<file path="src/rtl/shift_reg_univ.sv">
`default_nettype none
// ============================================================================
// Module      : shift_reg_univ
// Description : Parametrised universal shift register. N-bit register moved S
//               bits per step with hold, logical shift right/left, load,
//               rotate right/left and arithmetic shift right. A self-timed
//               burst serialiser loads d and streams N/S chunks LSB-first on
//               s_out_r, flagged by busy/ser_valid, followed by a one-cycle
//               done pulse.
// Ports       : clk        - clock, all state on rising edge
//               rst_n      - synchronous active-low reset
//               op[2:0]    - operation select, ignored while busy
//               d[N-1:0]   - parallel load / burst data
//               s_in_r     - S fill bits entering at the MSB side (SHR, burst)
//               s_in_l     - S fill bits entering at the LSB side (SHL)
//               start      - burst request, sampled when idle
//               q          - register contents
//               s_out_r    - q[S-1:0]
//               s_out_l    - q[N-1:N-S]
//               busy       - burst in progress
//               ser_valid  - s_out_r holds a valid burst chunk (== busy)
//               done       - one-cycle pulse in the first idle cycle after
//                            a burst
// Revision    : 1.0 - initial release
// ============================================================================
module shift_reg_univ #(
    parameter int N = 8,
    parameter int S = 1
) (
    input  logic         clk,
    input  logic         rst_n,
    input  logic [2:0]   op,
    input  logic [N-1:0] d,
    input  logic [S-1:0] s_in_r,
    input  logic [S-1:0] s_in_l,
    input  logic         start,
    output logic [N-1:0] q,
    output logic [S-1:0] s_out_r,
    output logic [S-1:0] s_out_l,
    output logic         busy,
    output logic         ser_valid,
    output logic         done
);

    localparam int C_CHUNKS = N / S;
    localparam int C_CNT_W  = $clog2(C_CHUNKS + 1);

    localparam logic [2:0] C_OP_HOLD = 3'b000;
    localparam logic [2:0] C_OP_SHR  = 3'b001;
    localparam logic [2:0] C_OP_LOAD = 3'b010;
    localparam logic [2:0] C_OP_SHL  = 3'b011;
    localparam logic [2:0] C_OP_ROR  = 3'b100;
    localparam logic [2:0] C_OP_ROL  = 3'b101;
    localparam logic [2:0] C_OP_ASR  = 3'b110;

    generate
        if ((N < 2) || (S < 1) || (S >= N) || ((N % S) != 0)) begin : g_bad_params
            $error("shift_reg_univ: illegal N/S combination");
        end
    endgenerate

    logic [N-1:0]       r_q;
    logic               r_busy;
    logic               r_done;
    logic [C_CNT_W-1:0] r_cnt;

    logic [N-1:0]       w_shr;
    logic [N-1:0]       w_op_next;

    // The burst path reuses the SHR result so streaming and a plain SHR
    // can never disagree on fill placement.
    assign w_shr = {s_in_r, r_q[N-1:S]};

    always_comb begin
        w_op_next = r_q;
        case (op)
            C_OP_HOLD: w_op_next = r_q;
            C_OP_SHR:  w_op_next = w_shr;
            C_OP_LOAD: w_op_next = d;
            C_OP_SHL:  w_op_next = {r_q[N-S-1:0], s_in_l};
            C_OP_ROR:  w_op_next = {r_q[S-1:0], r_q[N-1:S]};
            C_OP_ROL:  w_op_next = {r_q[N-S-1:0], r_q[N-1:N-S]};
            C_OP_ASR:  w_op_next = {{S{r_q[N-1]}}, r_q[N-1:S]};
            default:   w_op_next = r_q;   // 111 reserved, treated as hold
        endcase
    end

    always_ff @(posedge clk) begin
        if (!rst_n) begin
            r_q    <= '0;
            r_busy <= 1'b0;
            r_done <= 1'b0;
            r_cnt  <= '0;
        end else begin
            r_done <= 1'b0;
            if (r_busy) begin
                r_q   <= w_shr;
                r_cnt <= r_cnt - C_CNT_W'(1);
                // Last chunk has been presented this cycle; next cycle is idle.
                if (r_cnt == C_CNT_W'(1)) begin
                    r_busy <= 1'b0;
                    r_done <= 1'b1;
                end
            end else if (start) begin
                r_q    <= d;
                r_cnt  <= C_CNT_W'(C_CHUNKS);
                r_busy <= 1'b1;
            end else begin
                r_q <= w_op_next;
            end
        end
    end

    assign q         = r_q;
    assign s_out_r   = r_q[S-1:0];
    assign s_out_l   = r_q[N-1:N-S];
    assign busy      = r_busy;
    assign ser_valid = r_busy;
    assign done      = r_done;

endmodule
`default_nettype wire

</file>
<file path="config.mk">
export PLATFORM = sky130hd
export DESIGN_NAME = shift_reg_univ
export DESIGN_NICKNAME = d
export VERILOG_FILES = /design/src/rtl/shift_reg_univ.sv
export SDC_FILE = /design/constraint.sdc
export NUM_CORES = 1
export LEC_CHECK = 0
export ABC_AREA = 1
export BUFFER_PORTS_ARGS = -buffer_cell sky130_fd_sc_hd__buf_2
export CAP_MARGIN = 10
export CORE_AREA = 2 2 58 60
export DETAILED_ROUTE_END_ITERATION = 10
export DIE_AREA = 0 0 60 62
export SLEW_MARGIN = 40
export SYNTH_ARGS = -nofsm -noshare
export SYNTH_HDL_FRONTEND = slang
export SYNTH_SLANG_ARGS = --single-unit
export TNS_END_PERCENT = 50
</file>
<file path="constraint.sdc">
create_clock -name clk -period 2.3 [get_ports clk]
set_input_delay 0.23 -clock clk [delete_from_list [all_inputs] [get_ports clk]]
set_output_delay 0.23 -clock clk [all_outputs]
set_load 0.01 [all_outputs]
</file>
==> impl_metrics.toml, run 1 <==
[final_layout]
drive_gt1_share_pct = 27.1
final_cell_mix = "nand2_1 (47), buf_2 (28), inv_1 (21), nor2_1 (14), dfxtp_1 (14)"
finalNetCount = 212
layout_commonest_cell = "nand2_1"
syn_to_final_growth_pct = 18.2
post-route-util_pct = 38.5
diodes = 0

[setup_path]
worstPathCellList = "inv_1, nand3_2, nor2_4, nand2_4, nand3_2, a21oi_1, nor2_1"
path_common_cell = "nand3_2"
cp-start-kind = "register"
cpLargestDelayFamily = "flip-flops"
r2r-start = "busy"
crit_required_ns = 2.48
critPathBufInv = 1
end_kind = "register"
crit_cells = 7
critPathArrivalTime_ns = 1.77
path_max_fanout = 15
startpoint = "busy"
rrSetupSlack_ns = 0.71
crit_path_top_delay_cell = "dfxtp_1"
slowest_delay_ns = 0.66
crit_type = "register to register"
rr_worst_depth = 7

[synth]
synth_seq_cells = 14
synth_warnings = 0
netlist_area_um2 = 1040
synth_top_family_by_area = "simple AND/OR/NAND/NOR gates"
synth_cells = 165
synth-adder-area-share_pct = 2.42
synth-compound-area-share_pct = 15.3
synth_area_per_cell_um2 = 6.28
synth_top_area_share_pct = 27.1
seq_area_frac_synth_pct = 27.1
synth_mux_area_share_pct = 0
yosys-top-cells-area = "dfxtp_1 (27%), nand2_1 (17%), inv_1 (7.6%), nand3_2 (6.8%), nand3_1 (5.8%)"
synth_fp_nets = 183
yosys.area.top_type = "dfxtp_1"
synth_cell_type_count = 25
synthSimpleGateAreaFrac_pct = 42.4
synth_xor_area_share_pct = 0

[clock_tree]
clk_pin_slew_ns = 0.09
cts.path.max_buffers = 2
holdBufCountCts = 0
cts_resized = 0
cts_tree = "done"
cts_setup_buffers = 0
htree_levels = 1
numCtsBuffers = 3
insertion_delay_ns = 0.28
cts-root-buf = "clkbuf_4"
cts.sinks = 14

[route]
wl_um = 2570
first_iter_violations = 74
post_drt_wl_per_cell_um = 10.8
drc = 0
dr.pass1.iters = 6
vias = 1112
ant_nets = 0
via_per_inst = 4.67

[global_route]
grt_first_pass_wirelength_um = 4400
grtUsageTotal_pct = 15.3
grt_overflow = 0
grt_pass1_vias = 978
antenna_found_initial = 0
grt_max_degree = 16

[placed_design]
dp_hpwl_um = 1980
port-buffer-count = 28
gp_congestion = 0.814

[power]
power.share.sequential_pct = 46.2
p_int_mw = 0.405
pwr-share-comb_pct = 31.4
clkPwrFrac_pct = 22.4
swShare_pct = 36.7
irDropWorstVdd_uv = 162
p_per_area_nw_per_um2 = 523
leakage_nw = 0.631
p_switching_mw = 0.235

[die]
fp.dieW_um = 60
start_util_pct = 32.6
core-area_um2 = 3180
rows = 21
fp.dieH_um = 62
die-area_um2 = 3720
ioPinCount = 29

[flow_run]
drv_cap = 0

[hold_path]
hold_depth = 3
worstHoldStart = "rst_n"
holdCritPathClass = "input port to register"

[sta]
tns_ns = 0
fin_crit_sh_pct = 69.0
finalSetupViolCount = 0
slew_headroom_pct = 64.6
period_needed_ns = 1.59
fmax_mhz = 630
fin_skew_ns = 0.00289
finalHoldViolCount = 0
tightestPinTransition_ns = 0.531
rsz0062_at_grt = "no"
final_max_slew_viol_count = 0

[outcome]
status = "completed"
## Yosys cell counts, drive strengths merged
cell type	n
inv	25
ha	2
nor2	18
dfxtp	14
nor3	3
a22oi	1
nand4	1
o21bai	1
o22ai	1
a21oi	11
nand3	19
a211oi	2
nand2	50
o21ai	12
buf	5
## metrics by stage
| stage | cells | total power [mW] | hold WS, ns | setup slack, ns | instance area, µm² |
|---|---|---|---|---|---|
| after global placement | 235 | 0.503 | 0.458 | 0.808 | 1200 |
| after floorplan | 165 | 0.439 | 0.366 | 1.08 | 1040 |
| after detailed placement | 235 | 0.502 | 0.467 | 0.732 | 1200 |
| after CTS | 238 | 0.649 | 0.263 | 0.724 | 1220 |
| after global routing | 238 | 0.695 | 0.270 | 0.545 | 1220 |
| final | 238 | 0.640 | 0.273 | 0.713 | 1220 |
## flip-flops by register name, indices dropped and copies added (netlist names)
| register | cells |
|---|---|
| q | 8 |
| busy | 1 |
| r_cnt | 4 |
| done | 1 |
## area by class of cell
type,instances,area [µm²]
tap,46,57.6
inverter,25,93.8
clock buffer,3,22.5
sequential,14,280
fill,352,1950
timing repair buffer,29,148
multi-input combinational,121,623
## logic make-up after synthesis
logic type                 Yosys count
adders and majority gates            2
buffers and inverters               30
and+or+nand+nor                     91
DFF                                 14
AOI/OAI and AO/OA                   28
## power by group through the flow
stage	logic, mW	registers, mW	clock network, mW
after floorplan	0.140	0.299	0
after global placement	0.202	0.302	0
after detailed placement	0.201	0.301	0
after CTS	0.202	0.296	0.151
after global routing	0.233	0.300	0.162
final	0.201	0.296	0.144
## tightest hold or removal path, delay by kind of cell
| family | cells | cell delay, ns |
|---|---|---|
| AO/OA/AOI/OAI | 1 | 0.03 |
| buffers and inverters | 1 | 0.15 |
| AND/OR/NAND/NOR | 1 | 0.10 |
## per-layer routing
metal  routed length, µm  up-vias  GRT usage [%]
met5                   0        -              0
met4                  19        0           4.76
li1                    -      580              -
met1                1330      506           22.1
met2                1110       24           23.9
met3                 109        2           1.86
## worst paths after layout
kind	to
worst max register to register	q[2]
worst min-delay path	q[7]
worst max-delay path	q[2]
worst min register to register	r_cnt[0]
Note: power is estimated with default switching activity, not from simulation.
==> run 2: changes to the inputs <==
ABC_AREA = 0   (was 1)
CORE_AREA = 2 2 55 57   (was 2 2 58 60)
DIE_AREA = 0 0 57 59   (was 0 0 60 62)
clock period = 1.35 ns   (was 2.3 ns; I/O delays follow)
==> run 2 against run 1 <==
Against the previous run:
- synthesized cell count down 29%
- highest routed layer unchanged
- utilization rose by 4.7 points
- clock power up 110%
- flip-flop and latch count did not move
- global-route usage up 0.41 points
- die area shrank 9.6%
- non-clock buffer count up 10
- count of clock-buffer cells in the layout up 1
- wire length down 6.2%
- critical path depth shrank 5
- area after synthesis is 8.8% lower
- critical path type is now register to output pin
- worst setup slack got worse by 0.62 ns
==> impl_metrics.toml, run 2 <==
[final_layout]
largest_reg_flops = 8
drive_gt1_share_pct = 32.4
stdcell_area_um2 = 1170
diodes = 0
syn_to_final_growth_pct = 24.1
finalNetCount = 167
final_cell_mix = "buf_2 (28), dfxtp_1 (14), o21ai_0 (11), buf_4 (11), a31oi_1 (9)"
layout_commonest_cell = "buf_2"
post-route-util_pct = 43.3

[die]
die-area_um2 = 3360
fp.dieW_um = 57
ioPinCount = 29
core-area_um2 = 2710
fp.dieH_um = 59
rows = 19
start_util_pct = 34.9

[global_route]
grt_first_pass_wirelength_um = 4220
grt_overflow = 0
antenna_found_initial = 0
grt_pass1_vias = 925
grt-busiest-layer = "met2"
grtUsageMet1_pct = 21.2
grtUsageTotal_pct = 15.8
met3_usage_pct = 2.18
grtUsageMet2_pct = 25.8
grt_max_degree = 20

[synth]
seq_area_frac_synth_pct = 29.7
synth.most_common_cell = "dfxtp_1"
synth_fp_nets = 135
synth-adder-area-share_pct = 2.65
synth_edf_count = 0
yosys.area.top_type = "dfxtp_1"
ys_async_sr_fraction_pct = 0
synth_cell_type_count = 38
synth_top_family_by_area = "compound AO/OA/AOI/OAI gates"
synth_mux_area_share_pct = 1.06
synth_area_per_cell_um2 = 8.07
netlist_area_um2 = 945
yosys-top-cells-area = "dfxtp_1 (30%), o21a_1 (6.4%), a31oi_1 (6.0%), o21ai_0 (5.8%), o221ai_1 (5.6%)"
synth_seq_cells = 14
synthSimpleGateAreaFrac_pct = 17.9
synth_xor_area_share_pct = 0.927
ys_top_cells_by_count = "dfxtp_1 (14), o21ai_0 (11), a31oi_1 (9)"
synth-compound-area-share_pct = 37.7
synth_warnings = 0
synth_top_area_share_pct = 29.7
synth_cells = 117
synthFlopType = "dfxtp_1"

[route]
ant_nets = 0
wl_um = 2410
post_drt_wl_per_cell_um = 13.5
via_per_inst = 5.68
first_iter_violations = 17
drc = 0
vias = 1016
dr.pass1.iters = 4

[setup_path]
path_max_fanout = 19
rrSetupSlack_ns = 0.11
crit_required_ns = 1.22
slowest_delay_ns = 0.42
end_kind = "output pin"
crit_path_top_delay_cell = "dfxtp_1"
crit_type = "register to output pin"
worstPathCellList = "buf_4, buf_2"
critPathArrivalTime_ns = 1.12
cp-start-kind = "register"

[outcome]
status = "completed"

[clock_tree]
cts-root-buf = "clkbuf_4"
cts_setup_buffers = 0
cts.path.max_buffers = 2
htree_levels = 1
cts.sinks = 14
cts_tree = "done"
holdBufCountCts = 0
clk_pin_slew_ns = 0.09
numCtsBuffers = 3
cts_resized = 0
insertion_delay_ns = 0.28

[power]
irDropWorstVdd_uv = 438
p_total_mw = 1.10
p_per_area_nw_per_um2 = 941
leakage_nw = 0.505

[sta]
tightestPinTransition_ns = 0.292
finalSetupViolCount = 0
holdWs_ns = 0.174
fmax_mhz = 796
period_needed_ns = 1.26
finalHoldViolCount = 0
final_max_slew_viol_count = 0
fin_crit_sh_pct = 93.1
fin_ws_ns = 0.0931
rsz0062_at_grt = "yes"
fin_skew_ns = 0.00631
slew_headroom_pct = 80.4

[placed_design]
port-buffer-count = 28
gp_congestion = 0.760
dp_hpwl_um = 1800
dp_slack_ns = 0.0413
dpl-instance-area_um2 = 1130

[flow_run]
drv_cap = 0

[hold_path]
holdCritPathClass = "input port to register"
-- run 2: area by class of cell --
class,instances,area [µm²]
repair buffers,39,223
fillers,284,1540
flip-flops and latches,14,280
clock buffers,4,36.3
well taps,31,38.8
inverters,6,22.5
multi-input cells,85,572
-- run 2: cells by family (layout without fill, tap and decap cells) --
family	after synthesis	in the layout
AOI/OAI and AO/OA	52	52
xor gates and xnor gates	1	1
adders and majority gates	2	2
buffers and inverters	18	49
DFF	14	14
muxes	1	1
and+or+nand+nor	29	29
-- run 2: final timing paths --
| kind | cells past startpoint | startpoint | end |
|---|---|---|---|
| worst min register to register | 1 | r_cnt[3] | r_cnt[3] |
| worst max-delay path | 2 | busy | ser_valid |
| worst min-delay path | 3 | d[4] | q[4] |
| worst max register to register | 5 | busy | q[3] |
-- run 2: per-stage QoR --
step / TNS [ns] / cells
floorplan: 0 / 117
global placement: 0 / 175
detailed placement: 0 / 175
CTS: 0 / 179
global route: -0.0713 / 179
finish: 0 / 179
-- run 2: worst max-delay path: cells and delay by family (launching register included) --
kind                   cells  cell delay (ns)
buffers and inverters      2             0.42
DFF                        1             0.42
-- run 2: power by group --
| group | leakage, nW | switching, mW | total (mW) | internal [mW] |
|---|---|---|---|---|
| clock network | 0.0210 | 0.145 | 0.309 | 0.164 |
| logic | 0.368 | 0.155 | 0.301 | 0.146 |
| registers | 0.116 | 0.0435 | 0.493 | 0.450 |
| total | 0.505 | 0.344 | 1.10 | 0.760 |
-- run 2: per-layer routing --
metal  wire length [µm]  share of wire [%]
met4                 26                1.1
met1               1090                 45
met5                  0                  0
met2               1180                 49
met3                116                4.8
